<file path="config.mk">
export PLATFORM = sky130hd
export DESIGN_NAME = pwm_note_sequencer
export DESIGN_NICKNAME = d
export VERILOG_FILES = /design/src/rtl/pwm_audio_pkg.sv /design/src/rtl/seq_tick_gen.sv /design/src/rtl/pwm_note_sequencer.sv
export SDC_FILE = /design/constraint.sdc
export NUM_CORES = 1
export LEC_CHECK = 0
export ABC_AREA = 1
export ABC_CLOCK_PERIOD_IN_PS = 4230
export CAP_MARGIN = 20
export CORE_AREA = 2 2 93 95
export CTS_BUF_LIST = sky130_fd_sc_hd__clkbuf_16
export DETAILED_ROUTE_END_ITERATION = 10
export DIE_AREA = 0 0 95 97
export PLACE_DENSITY = 0.65
export SETUP_SLACK_MARGIN = 0.2
export SLEW_MARGIN = 30
export SYNTH_ARGS = -nofsm -noshare
export SYNTH_HDL_FRONTEND = slang
export SYNTH_SLANG_ARGS = --single-unit
</file>
<file path="constraint.sdc">
create_clock -name clk -period 4.23 [get_ports clk]
set_input_delay 0.423 -clock clk [delete_from_list [all_inputs] [get_ports clk]]
set_output_delay 0.423 -clock clk [all_outputs]
set_load 0.02 [all_outputs]
</file>
<file path="src/rtl/pwm_audio_pkg.sv">
// Shared definitions for the PWM audio path: score word layout, sequencer
// state encoding and the score-word decode helpers.
package pwm_audio_pkg;

   localparam int END_BIT  = 15;
   localparam int NOTE_MSB = 14;
   localparam int NOTE_LSB = 8;
   localparam int DUR_MSB  = 7;
   localparam int DUR_LSB  = 0;

   localparam int NOTE_W = NOTE_MSB - NOTE_LSB + 1;
   localparam int DUR_W  = DUR_MSB - DUR_LSB + 1;

   localparam logic [NOTE_W-1:0] NOTE_REST = '0;

   typedef enum logic [1:0] {
      IDLE,
      FETCH,
      LOAD,
      PLAY
   } seq_state_t;

   typedef struct packed {
      logic              is_end;
      logic [NOTE_W-1:0] note;
      logic [DUR_W-1:0]  dur;
   } score_entry_t;

   function automatic score_entry_t decode_entry(input logic [15:0] word);
      score_entry_t e;
      e.is_end = word[END_BIT];
      e.note   = word[NOTE_MSB:NOTE_LSB];
      e.dur    = word[DUR_MSB:DUR_LSB];
      return e;
   endfunction

   // A zero duration plays for one unit rather than being skipped.
   function automatic logic [DUR_W-1:0] eff_dur(input logic [DUR_W-1:0] dur);
      return (dur == '0) ? DUR_W'(1) : dur;
   endfunction

endpackage

</file>
<file path="src/rtl/seq_tick_gen.sv">
// Tempo timebase: a TICK_DIV prescaler feeding a unit counter that pulses
// once every (unit_len+1) ticks. Both restart from 0 on clear.
module seq_tick_gen #(
   parameter int unsigned TICK_DIV = 40_000
) (
   input  logic       clk,
   input  logic       rst_n,
   input  logic       clear,
   input  logic       enable,
   input  logic [7:0] unit_len,
   output logic       unit_pulse
);

   localparam int unsigned PRE_W = $clog2(TICK_DIV);
   localparam logic [PRE_W-1:0] PRE_LAST = PRE_W'(TICK_DIV - 1);

   logic [PRE_W-1:0] pre_cnt;
   logic [7:0]       unit_cnt;
   logic             tick;

   assign tick       = enable && (pre_cnt == PRE_LAST);
   assign unit_pulse = tick && (unit_cnt == unit_len);

   // NOTE: registered state uses non-blocking assignments so every flop
   // samples pre-edge values, independent of statement order.
   always_ff @(posedge clk or negedge rst_n) begin
      if (!rst_n) begin
         pre_cnt  <= '0;
         unit_cnt <= '0;
      end else if (clear) begin
         pre_cnt  <= '0;
         unit_cnt <= '0;
      end else if (enable) begin
         pre_cnt <= tick ? '0 : pre_cnt + 1'b1;
         if (tick) begin
            unit_cnt <= unit_pulse ? '0 : unit_cnt + 8'd1;
         end
      end
   end

endmodule

</file>
<file path="src/rtl/pwm_note_sequencer.sv">
// Score sequencer: walks the external score ROM and drives note/gate/strobe
// for the tone voice, holding the voice steady across fetch gaps.
module pwm_note_sequencer
   import pwm_audio_pkg::*;
#(
   parameter int unsigned CLOCK_FREQ = 40_000_000,
   parameter int unsigned TICK_DIV   = 40_000,
   parameter int unsigned ADDR_W     = 8
) (
   input  logic              clk,
   input  logic              rst_n,
   input  logic              start,
   input  logic              stop,
   input  logic              loop_en,
   input  logic [7:0]        tempo,
   output logic              rom_en,
   output logic [ADDR_W-1:0] rom_addr,
   input  logic [15:0]       rom_data,
   output logic [6:0]        note,
   output logic              gate,
   output logic              note_strobe,
   output logic              busy,
   output logic              done
);

   if (TICK_DIV < 2 || TICK_DIV > (1 << 20) || CLOCK_FREQ < TICK_DIV) begin : g_bad_cfg
      $error("pwm_note_sequencer: TICK_DIV must be 2..2^20 and not exceed CLOCK_FREQ");
   end

   seq_state_t   state, state_next;
   score_entry_t entry;
   logic [7:0]   dur_cnt;
   logic [7:0]   unit_len;
   logic         unit_pulse;

   logic         begin_run;
   logic         load_note;
   logic         advance;
   logic         restart;
   logic         finish;

   assign entry  = decode_entry(rom_data);
   assign rom_en = (state == FETCH);
   assign busy   = (state != IDLE);

   always_ff @(posedge clk or negedge rst_n) begin
      if (!rst_n) begin
         state <= IDLE;
      end else begin
         state <= state_next;
      end
   end

   // NOTE: every output of this block gets a default first, so no path
   // leaves a signal unassigned and no latch is inferred.
   always_comb begin
      state_next = state;
      begin_run  = 1'b0;
      load_note  = 1'b0;
      advance    = 1'b0;
      restart    = 1'b0;
      finish     = 1'b0;
      if (stop) begin
         state_next = IDLE;
      end else begin
         unique case (state)
            IDLE: begin
               if (start) begin
                  state_next = FETCH;
                  begin_run  = 1'b1;
               end
            end
            FETCH: state_next = LOAD;
            LOAD: begin
               if (entry.is_end) begin
                  if (loop_en) begin
                     state_next = FETCH;
                     restart    = 1'b1;
                  end else begin
                     state_next = IDLE;
                     finish     = 1'b1;
                  end
               end else begin
                  state_next = PLAY;
                  load_note  = 1'b1;
               end
            end
            PLAY: begin
               if (unit_pulse && dur_cnt == 8'd1) begin
                  state_next = FETCH;
                  advance    = 1'b1;
               end
            end
            default: state_next = IDLE;
         endcase
      end
   end

   always_ff @(posedge clk or negedge rst_n) begin
      if (!rst_n) begin
         rom_addr <= '0;
      end else if (begin_run || restart) begin
         rom_addr <= '0;
      end else if (advance) begin
         rom_addr <= rom_addr + 1'b1;
      end
   end

   // Voice outputs only change on a new entry, a stop or the end of the
   // score, so they hold through FETCH/LOAD between notes.
   always_ff @(posedge clk or negedge rst_n) begin
      if (!rst_n) begin
         note        <= NOTE_REST;
         gate        <= 1'b0;
         note_strobe <= 1'b0;
         done        <= 1'b0;
         dur_cnt     <= '0;
         unit_len    <= '0;
      end else begin
         note_strobe <= load_note;
         done        <= finish;
         if (stop || finish) begin
            note <= NOTE_REST;
            gate <= 1'b0;
         end else if (load_note) begin
            note     <= entry.note;
            gate     <= (entry.note != NOTE_REST);
            dur_cnt  <= eff_dur(entry.dur);
            unit_len <= tempo;
         end else if (state == PLAY && unit_pulse) begin
            dur_cnt <= dur_cnt - 8'd1;
         end
      end
   end

   seq_tick_gen #(
      .TICK_DIV(TICK_DIV)
   ) u_tick_gen (
      .clk       (clk),
      .rst_n     (rst_n),
      .clear     (state != PLAY),
      .enable    (state == PLAY),
      .unit_len  (unit_len),
      .unit_pulse(unit_pulse)
   );

endmodule

</file>
# Word level (Yosys, flattened, before mapping)
# Cells that the tools add are included.
# W data, S select, Z words.
[totals]
input_bits = 29
reg_bits = 60
elab_cells = 82
output_inout_bits = 20
[classes]
muxes = 39
eq_ne = 9
n_bitwise = 1
n_reduce_logical = 19
n_addsub = 4
[ops]
columns = ["cell", "n"]
rows = [
  ["$mux W8", 9],
  ["$mux W16", 3],
  ["$mux W1", 20],
  ["$add A16 B1 Y16 const B", 1],
  ["$add A8 B1 Y8 const B", 2],
  ["$eq A16 B16 Y1 const B", 1],
  ["$mux W7", 2],
  ["$reduce_bool A2 Y1", 6],
  ["$eq A8 B1 Y1 const B", 1],
  ["$eq A8 B8 Y1", 1],
  ["$logic_not A8 Y1", 1],
  ["$mux W2", 4],
  ["$pmux W2 S4", 1],
  ["$reduce_and A2 Y1", 4],
  ["$sub A8 B1 Y8 const B", 1],
  ["$reduce_bool A7 Y1", 1],
  ["$ne A3 B3 Y1 const B", 2],
  ["$eq A2 B2 Y1 const B", 2],
  ["$logic_and A1 B1 Y1", 4],
  ["$eq A2 B1 Y1 const B", 1],
  ["$logic_not A2 Y1", 1],
  ["$logic_or A1 B1 Y1", 2],
  ["$ne A2 B2 Y1 const B", 1],
  ["$not A1 Y1", 1],
]

# Logic depth before layout (Yosys ltp)
# Gate-level depths: netlist (run 1).
[depth]
ltp_word = 9
ltp_mapped = 12
mapped_depth_nobuf = 11

# Modules after synthesis
# A second synthesis (run 1) with hierarchy kept.
[unflattened]
hier_cells = 553
hier_area_um2 = 3768.6
[modules_own_cells]
columns = ["module", "instances", "area_per_inst_um2", "seq_area_each_um2", "cells_per_inst"]
rows = [
  ["pwm_note_sequencer", 1, 2089.5, 900.9, 285],
  ["seq_tick_gen", 1, 1679.1, 600.6, 268],
]

# Worst setup path before layout (run 1)
# OpenSTA, ideal clock, no wires.
[synth_timing]
path_type = "register to register"
from = "register state[0]"
to = "register rom_addr[1]"
required_time_ns = 4.100
synth_period_minus_slack_ns = 1.790
setup_ns = 0.130
stages_incl_launch_ff = 10
arrival_time_ns = 1.660
setup_slack_ns = 2.440
n_path_buf = 0
path_cell_list = "dfrtp_1 -> inv_1 -> ha_1 -> inv_1 -> o21ai_0 -> inv_1 -> nor2_1 -> clkinv_1 -> nand3_1 -> o21ai_0"
[synth_between]
elab_chain_len = 8
word_cells_on_any_way = 16
cone_classes = "2 x eq/ne; 8 x mux; 6 x reduce/logical"
[synth_lines]
columns = ["element", "line", "text"]
rows = [
  ["start, declared", "pwm_note_sequencer.sv:30", "seq_state_t state, state_next;"],
  ["start signal, assigned", "pwm_note_sequencer.sv:50", "state <= state_next;"],
  ["$eq A2 B2 Y1", "pwm_note_sequencer.sv:66, pwm_note_sequencer.sv:142", ""],
  ["$logic_and A1 B1 Y1", "seq_tick_gen.sv:21", "assign tick = enable && (pre_cnt == PRE_LAST);"],
  ["$logic_and A1 B1 Y1", "seq_tick_gen.sv:22", "assign unit_pulse = tick && (unit_cnt == unit_len);"],
  ["$logic_and A1 B1 Y1", "pwm_note_sequencer.sv:89", "if (unit_pulse && dur_cnt == 8'd1) begin"],
  ["$mux W1", "pwm_note_sequencer.sv:89", ""],
  ["$mux W1", "pwm_note_sequencer.sv:66", "unique case (state)"],
  ["$mux W1", "pwm_note_sequencer.sv:63", "if (stop) begin"],
  ["$reduce_bool A2 Y1 (no line)", "n/a", ""],
  ["end signal, assigned", "pwm_note_sequencer.sv:105", "rom_addr <= rom_addr + 1'b1;"],
  ["end, declared", "pwm_note_sequencer.sv:17", "output logic [ADDR_W-1:0] rom_addr,"],
]
# Several ways; a longest one is shown, not always the timed one.
# A chain may end at the register's enable or synchronous reset.

# Final worst setup path (run 1)
[layout_timing]
from = "register state[0]"
to = "register dur_cnt[5]"
[layout_between]
elab_chain_len = 6
word_cells_on_any_way = 14
cone_classes = "2 x eq/ne; 5 x mux; 1 x bitwise; 6 x reduce/logical"
[layout_lines]
columns = ["element", "line", "text"]
rows = [
  ["$eq A2 B2 Y1 (on tied branches)", "pwm_note_sequencer.sv:66, pwm_note_sequencer.sv:130, pwm_note_sequencer.sv:142", ""],
  ["$mux W1 / $logic_and A1 B1 Y1 (equally long branches)", "pwm_note_sequencer.sv:66, seq_tick_gen.sv:21", ""],
  ["$mux W1 / $logic_and A1 B1 Y1 (equally long branches)", "pwm_note_sequencer.sv:63, seq_tick_gen.sv:22", ""],
  ["$logic_or A1 B1 Y1 / $logic_and A1 B1 Y1 (equally long branches)", "pwm_note_sequencer.sv:122, pwm_note_sequencer.sv:130", ""],
  ["$not A1 Y1 (no line) / $reduce_bool A2 Y1 (equally long branches)", "n/a", ""],
  ["$reduce_and A2 Y1 (no line)", "n/a", ""],
  ["end signal, assigned", "pwm_note_sequencer.sv:128", "dur_cnt <= eff_dur(entry.dur);"],
  ["end signal, assigned", "pwm_note_sequencer.sv:131", "dur_cnt <= dur_cnt - 8'd1;"],
  ["end, declared", "pwm_note_sequencer.sv:32", "logic [7:0] dur_cnt;"],
]
# Several ways; a longest one is shown, not always the timed one.

==> results of run 1 <==
## area by class of cell
type | count | area, µm²
sequential | 60 | 1500
inverter | 64 | 240
clock inverter | 7 | 105
multi-input combinational | 303 | 1510
timing repair buffer | 49 | 483
fill | 773 | 3940
clock buffer | 9 | 225
tap | 105 | 131
## cell usage after synthesis, types with 3 or more instances
cell       n
nand2_1  106
inv_1     61
dfrtp_1   60
nor2_1    43
nand3_1   41
o21ai_0   35
a21oi_1   15
nor3_1    10
ha_1       9
o22ai_1    6
xor2_1     6
nand2_2    4
nand4_1    4
a31oi_1    3
buf_2      3
nor4_1     3
o21a_1     3
## per-layer routing
metal	up-vias	part of all wire
met4	0	0.018
met3	13	0.046
met1	1359	0.47
li1	1510	-
met2	62	0.47
met5	-	0
## through the flow
step	worst slack (ns)	hold WS (ns)	util	total power, W	area, µm²
after floorplan	2.44	0.127	-	0.000932	3290
after global placement	1.62	0.450	0.475	0.00105	3860
after detailed placement	1.55	0.456	0.475	0.00106	3860
after CTS	1.75	0.305	0.516	0.00188	4200
after global routing	1.47	0.357	0.516	0.00197	4200
final	1.74	0.271	0.516	0.00187	4200
## final timing paths
| kind | from | to | slack (ns) | cells past startpoint |
|---|---|---|---|---|
| min in group clk | u_tick_gen.pre_cnt[0] | u_tick_gen.pre_cnt[0] | 0.46 | 1 |
| setup / recovery | state[0] | dur_cnt[5] | 1.74 | 10 |
| hold reg to reg | u_tick_gen.pre_cnt[0] | u_tick_gen.pre_cnt[0] | 0.46 | 1 |
| setup reg to reg | state[0] | dur_cnt[5] | 1.74 | 10 |
| max in group asynchronous | rst_n | note[3] | 3.47 | 2 |
| hold / removal | rst_n | u_tick_gen.unit_cnt[7] | 0.27 | 2 |
## state kept, by name, summed over array words and instances, names as in the netlist
signal / count
u_tick_gen.pre_cnt: 16
done: 1
unit_len: 8
state: 2
note: 7
gate: 1
u_tick_gen.unit_cnt: 8
note_strobe: 1
rom_addr: 8
dur_cnt: 8
## where the power goes
group	total [W]	switching (W)	internal, W
clock	0.000821	0.000254	0.000567
sequential	0.000708	0.0000566	0.000652
combinational	0.000344	0.000199	0.000145
total	0.00187	0.000510	0.00136
## worst max-delay path: cells and delay by family, from the launching register on
family	cells	cell delay, ns
buf+inv	3	0.83
simple gates	3	0.65
flops	1	0.41
compound gates	3	0.35
fa+ha+maj	1	0.17
## logic make-up (layout without fill, tap and decap cells)
group	Yosys count	after routing	synth area share
and+or+nand+nor	218	218	0.287
xor gates and xnor gates	8	8	0.0213
adders and majority gates	9	9	0.0342
DFF	60	60	0.456
AOI/OAI and AO/OA	68	68	0.116
buffers and inverters	71	129	0.0855
==> impl_metrics.csv, run 1 <==
group,metric,value,unit
run_status,status,"complete, no violations",
cts,post_cts_buffers,0,
finish,diodes,0,
routing,drc_errors,0,
sta,tns,0,ns
routing,drt_first_pass_iters,4,
sta,fmax,0.402,GHz
grt,grt_busiest_layer,"met2",
sta,setup_viol,0,
floorplanning,dieArea,9220,µm²
grt,grt_use_met3,0.0304,
synth,seq_area_frac_synth,0.456,
synth,synth_top_area_frac,0.456,
grt,grt_pass1_vias,2836,
routing,drt_iter0_markers,176,
synth,netlist_area,3290,µm²
placed_design,port_buffers,48,
floorplanning,die_h,97,µm
setup_path,cp_slowest_cell,"inv_1",
routing,vias,2944,
power_and_ir_drop,p_leak,1.91,nW
grt,antenna_found_initial,0,
placed_design,hpwl,5.04,mm
synth,avgSynthCellArea,7.59,µm²
floorplanning,start_util,0.405,
grt,grtUsageMet2,0.264,
routing,wl,7.23,mm
sta,tightest_slew,0.759,ns
routing,viasPerCell,4.93,
sta,final-hold-violation-count,0,
finish,layout_commonest_cell,"nand2_1",
setup_path,cp.arrival,2.73,ns
cts,root_buffer,"clkbuf_16",
floorplanning,die_x,95,µm
setup_path,crit_fanout,29,
grt,grt_max_degree,61,
synth,synthFlopType,"dfrtp_1",
floorplanning,core,8130,µm²
setup_path,cp.required,4.47,ns
cts,clock-sinks,60,
setup_path,crit_top_cell,"inv_1",
synth,netlist_instances,434,
grt,grt_pass1_wl,12.8,mm
cts,h-tree-depth,3,
finish,drive_gt1_frac,0.0549,
cts,cts-resized-gates,0,
power_and_ir_drop,powerDensity,446,nW/µm²
synth,async_flop_share,1.00,
sta,fin_worst_skew,0.00936,ns
finish,layout.nets,525,
placed_design,gp_congestion,0.831,
grt,grt.total_usage,0.171,
floorplanning,placementRows,33,
cts,clk_pin_slew,0.05,ns
synth,synth_edf_count,0,
sta,rsz0062_at_grt,"false",
grt,grt_overflow_total,0,
cts,worst_skew_pair.late_latency,0.32,ns
grt,use_met1,0.234,
synth,synth_nets,472,
routing,detail_route.wl_per_cell,12.1,µm
synth,yosys-top-cells-area,"dfrtp_1 (46%), nand2_1 (12%), inv_1 (7.0%), nand3_1 (6.2%), o21ai_0 (5.3%)",
finish,area_delta_synth_final,27.4,%
floorplanning,num_io_pins,49,
sta,final_max_slew_viol_count,0,
flow_run,drv_cap,0,
finish,layout_common_cells,"nand2_1 (106), inv_1 (61), dfrtp_1 (60)",
synth,ys_ff_latch,60,
synth,ys_warn_count,0,
setup_path,cp_cell_sequence,"inv_1 -> ha_1 -> inv_1 -> nor2_1 -> nand2_2 -> inv_1 -> a21oi_1 -> a21oi_1 -> nand2_2 -> o21ai_2",
sta,max_slew_margin,0.494,
routing,drtAntennaViolNets,0,
worst_hold_path,hold_path.class,"in2async",
cts,cts_buffers,9,
sta,post-route-min-period,2.49,ns
setup_path,crit_path_max_incr_delay,0.65,ns
cts,cts_tree,"built",
synth,ys_types,32,
setup_path,end_kind,"flip-flop",
finish,fin_cells,597,
cts,clock_path_buffers,2,
synth,yosys.area.top_type,"dfrtp_1",
setup_path,start_kind,"flip-flop",
sta,post-route-period-util,0.588,
power_and_ir_drop,vdd_drop_max,0.207,mV
cts,hold_buffers,0,
setup_path,path_class,"reg2reg",
placed_design,dp_cells,581,
No activity file was read; power rests on OpenSTA's default activity.
==> inputs of run 2 (changes only) <==
--- a/config.mk
+++ b/config.mk
@@ -6,13 +6,13 @@
 export NUM_CORES = 1
 export LEC_CHECK = 0
 export ABC_AREA = 1
-export ABC_CLOCK_PERIOD_IN_PS = 4230
+export ABC_CLOCK_PERIOD_IN_PS = 2100
 export CAP_MARGIN = 20
 export CORE_AREA = 2 2 93 95
 export CTS_BUF_LIST = sky130_fd_sc_hd__clkbuf_16
 export DETAILED_ROUTE_END_ITERATION = 10
 export DIE_AREA = 0 0 95 97
-export PLACE_DENSITY = 0.65
+export PLACE_DENSITY = 0.68
 export SETUP_SLACK_MARGIN = 0.2
 export SLEW_MARGIN = 30
 export SYNTH_ARGS = -nofsm -noshare
==> constraint.sdc (replaced) <==
create_clock -name clk -period 2.1 [get_ports clk]
set_input_delay 0.21 -clock clk [delete_from_list [all_inputs] [get_ports clk]]
set_output_delay 0.21 -clock clk [all_outputs]
set_load 0.02 [all_outputs]
==> impl_metrics.csv, run 2 (synthesized netlist as in run 1, its figures left out) <==
group,metric,value,unit
floorplanning,placementRows,33,
floorplanning,dieArea,9220,µm²
routing,drt_iter0_markers,91,
setup_path,cp_cell_sequence,"inv_1 -> ha_1 -> inv_1 -> nor2_2 -> nand2_2 -> clkinvlp_4 -> a21oi_1 -> o21ai_0 -> nand2_1 -> nand2_1 -> o21ai_0",
worst_hold_path,hold_path.class,"in2async",
placed_design,pre_cts_slack,0.238,ns
sta,max_slew_margin,0.709,
setup_path,start_kind,"flip-flop",
routing,detail_route.wl_per_cell,12.2,µm
finish,drive_gt1_frac,0.0838,
power_and_ir_drop,vdd_drop_max,0.502,mV
placed_design,gp_congestion,0.813,
floorplanning,die_h,97,µm
finish,largest_register,"u_tick_gen.pre_cnt",
floorplanning,num_io_pins,49,
sta,fin_worst_skew,0.00483,ns
power_and_ir_drop,powerDensity,882,nW/µm²
sta,fmax,0.568,GHz
setup_path,end_kind,"flip-flop",
floorplanning,core,8130,µm²
cts,clock_path_buffers,2,
sta,finalHoldWorstSlack,0.416,ns
grt,grt_overflow_total,0,
cts,clk_pin_slew,0.05,ns
placed_design,hpwl,5.22,mm
floorplanning,die_x,95,µm
sta,final-hold-violation-count,0,
routing,drt_first_pass_iters,4,
power_and_ir_drop,p_leak,1.97,nW
routing,vias,2953,
sta,tns,0,ns
finish,layout_common_cells,"nand2_1 (106), inv_1 (60), dfrtp_1 (60)",
placed_design,port_buffers,48,
routing,viasPerCell,4.87,
power_and_ir_drop,power.total,0.00379,W
setup_path,cp.arrival,2.01,ns
sta,rsz0062_at_grt,"false",
routing,wl,7.40,mm
setup_path,cp_slowest_cell,"dfrtp_1",
grt,grt_max_degree,61,
cts,cts_tree,"built",
finish,area_delta_synth_final,30.7,%
grt,grt_pass1_vias,2883,
cts,clock-sinks,60,
grt,grt_pass1_wl,12.9,mm
finish,largest_reg_flops,16,
sta,setup_viol,0,
finish,layout_commonest_cell,"nand2_1",
setup_path,cp.required,2.35,ns
grt,antenna_found_initial,0,
finish,layout.nets,535,
sta,final_max_slew_viol_count,0,
flow_run,drv_cap,0,
routing,drtAntennaViolNets,0,
run_status,status,"complete, no violations",
sta,post-route-min-period,1.76,ns
setup_path,crit_path_max_incr_delay,0.41,ns
sta,post-route-period-util,0.839,
cts,root_buffer,"clkbuf_16",
routing,drc_errors,0,
finish,diodes,0,
sta,tightest_slew,0.434,ns
setup_path,path_class,"reg2reg",
grt,grt.total_usage,0.175,
setup_path,crit_fanout,15,
cts,h-tree-depth,3,
floorplanning,start_util,0.405,
sta,setup_ws,0.338,ns
cts,worst_skew_pair.late_latency,0.33,ns
cts,cts_buffers,9,
==> run 2: cell types whose count changed in the layout (fill, tap and decap cells not counted), moves of 2 or more <==
| cell | change |
|---|---|
| buf_12 | +2 |
| buf_4 | +7 |
| clkinv_1 | -4 |
| nor2_2 | +2 |
| clkdlybuf4s50_1 | -2 |
| nor2_1 | -2 |
| clkinv_2 | +2 |
| dlygate4sd2_1 | +2 |
==> run 2: where the power goes <==
part / leakage (nW) / total, W / switching (W) / internal [W]
clock network: 0.163 / 0.00166 / 0.000517 / 0.00114
registers: 0.786 / 0.00143 / 0.000117 / 0.00131
logic: 1.02 / 0.000705 / 0.000407 / 0.000298
==> run 2: layer usage <==
layer / vias up / GRT usage / wire length, µm
met3: 9 / 0.0257 / 246
met4: 0 / 0.0669 / 110
li1: 1531 / - / -
met1: 1363 / 0.236 / 3550
met2: 50 / 0.284 / 3490
met5: - / 0 / 0
==> run 2: worst max-delay path, delay by kind of cell (launching register included) <==
family          cells  cell delay, ns
compound gates      3            0.36
flops               1            0.41
simple gates        4            0.25
buf+inv             3            0.45
fa+ha+maj           1            0.21
==> run 2: final timing paths <==
| path | from | endpoint | slack [ns] | cells past startpoint |
|---|---|---|---|---|
| setup reg to reg | state[0] | dur_cnt[4] | 0.34 | 11 |
| hold / removal | rst_n | unit_len[4] | 0.42 | 3 |
| min in group clk | tempo[2] | unit_len[2] | 0.44 | 3 |
| setup / recovery | state[0] | dur_cnt[4] | 0.34 | 11 |
| max in group asynchronous | rst_n | dur_cnt[7] | 1.40 | 3 |
| hold reg to reg | u_tick_gen.pre_cnt[0] | u_tick_gen.pre_cnt[0] | 0.47 | 1 |
==> run 2: what timing repair did <==
item / CTS / global route
hold buffers: 1 / 0
gates resized for setup: 2 / 4
setup endpoints to repair: 2 / 29
hold endpoints to repair: 60 / 0
pin swaps: 0 / 1
setup buffers: 0 / 1
==> run 2: layout make-up <==
| class | instances | area, µm² |
|---|---|---|
| Fill cell | 756 | 3830 |
| Multi-Input combinational cell | 303 | 1510 |
| Sequential cell | 60 | 1500 |
| Timing Repair Buffer | 59 | 583 |
| Inverter | 64 | 244 |
| Clock buffer | 9 | 225 |
| Tap cell | 105 | 131 |
| Clock inverter | 6 | 104 |
==> run 2: metrics by stage <==
stage	utilization	area, µm²	std cells
floorplan	-	3290	434
global placement	0.484	3940	589
detailed placement	0.484	3940	589
CTS	0.525	4270	605
global route	0.529	4300	606
finish	0.529	4300	606
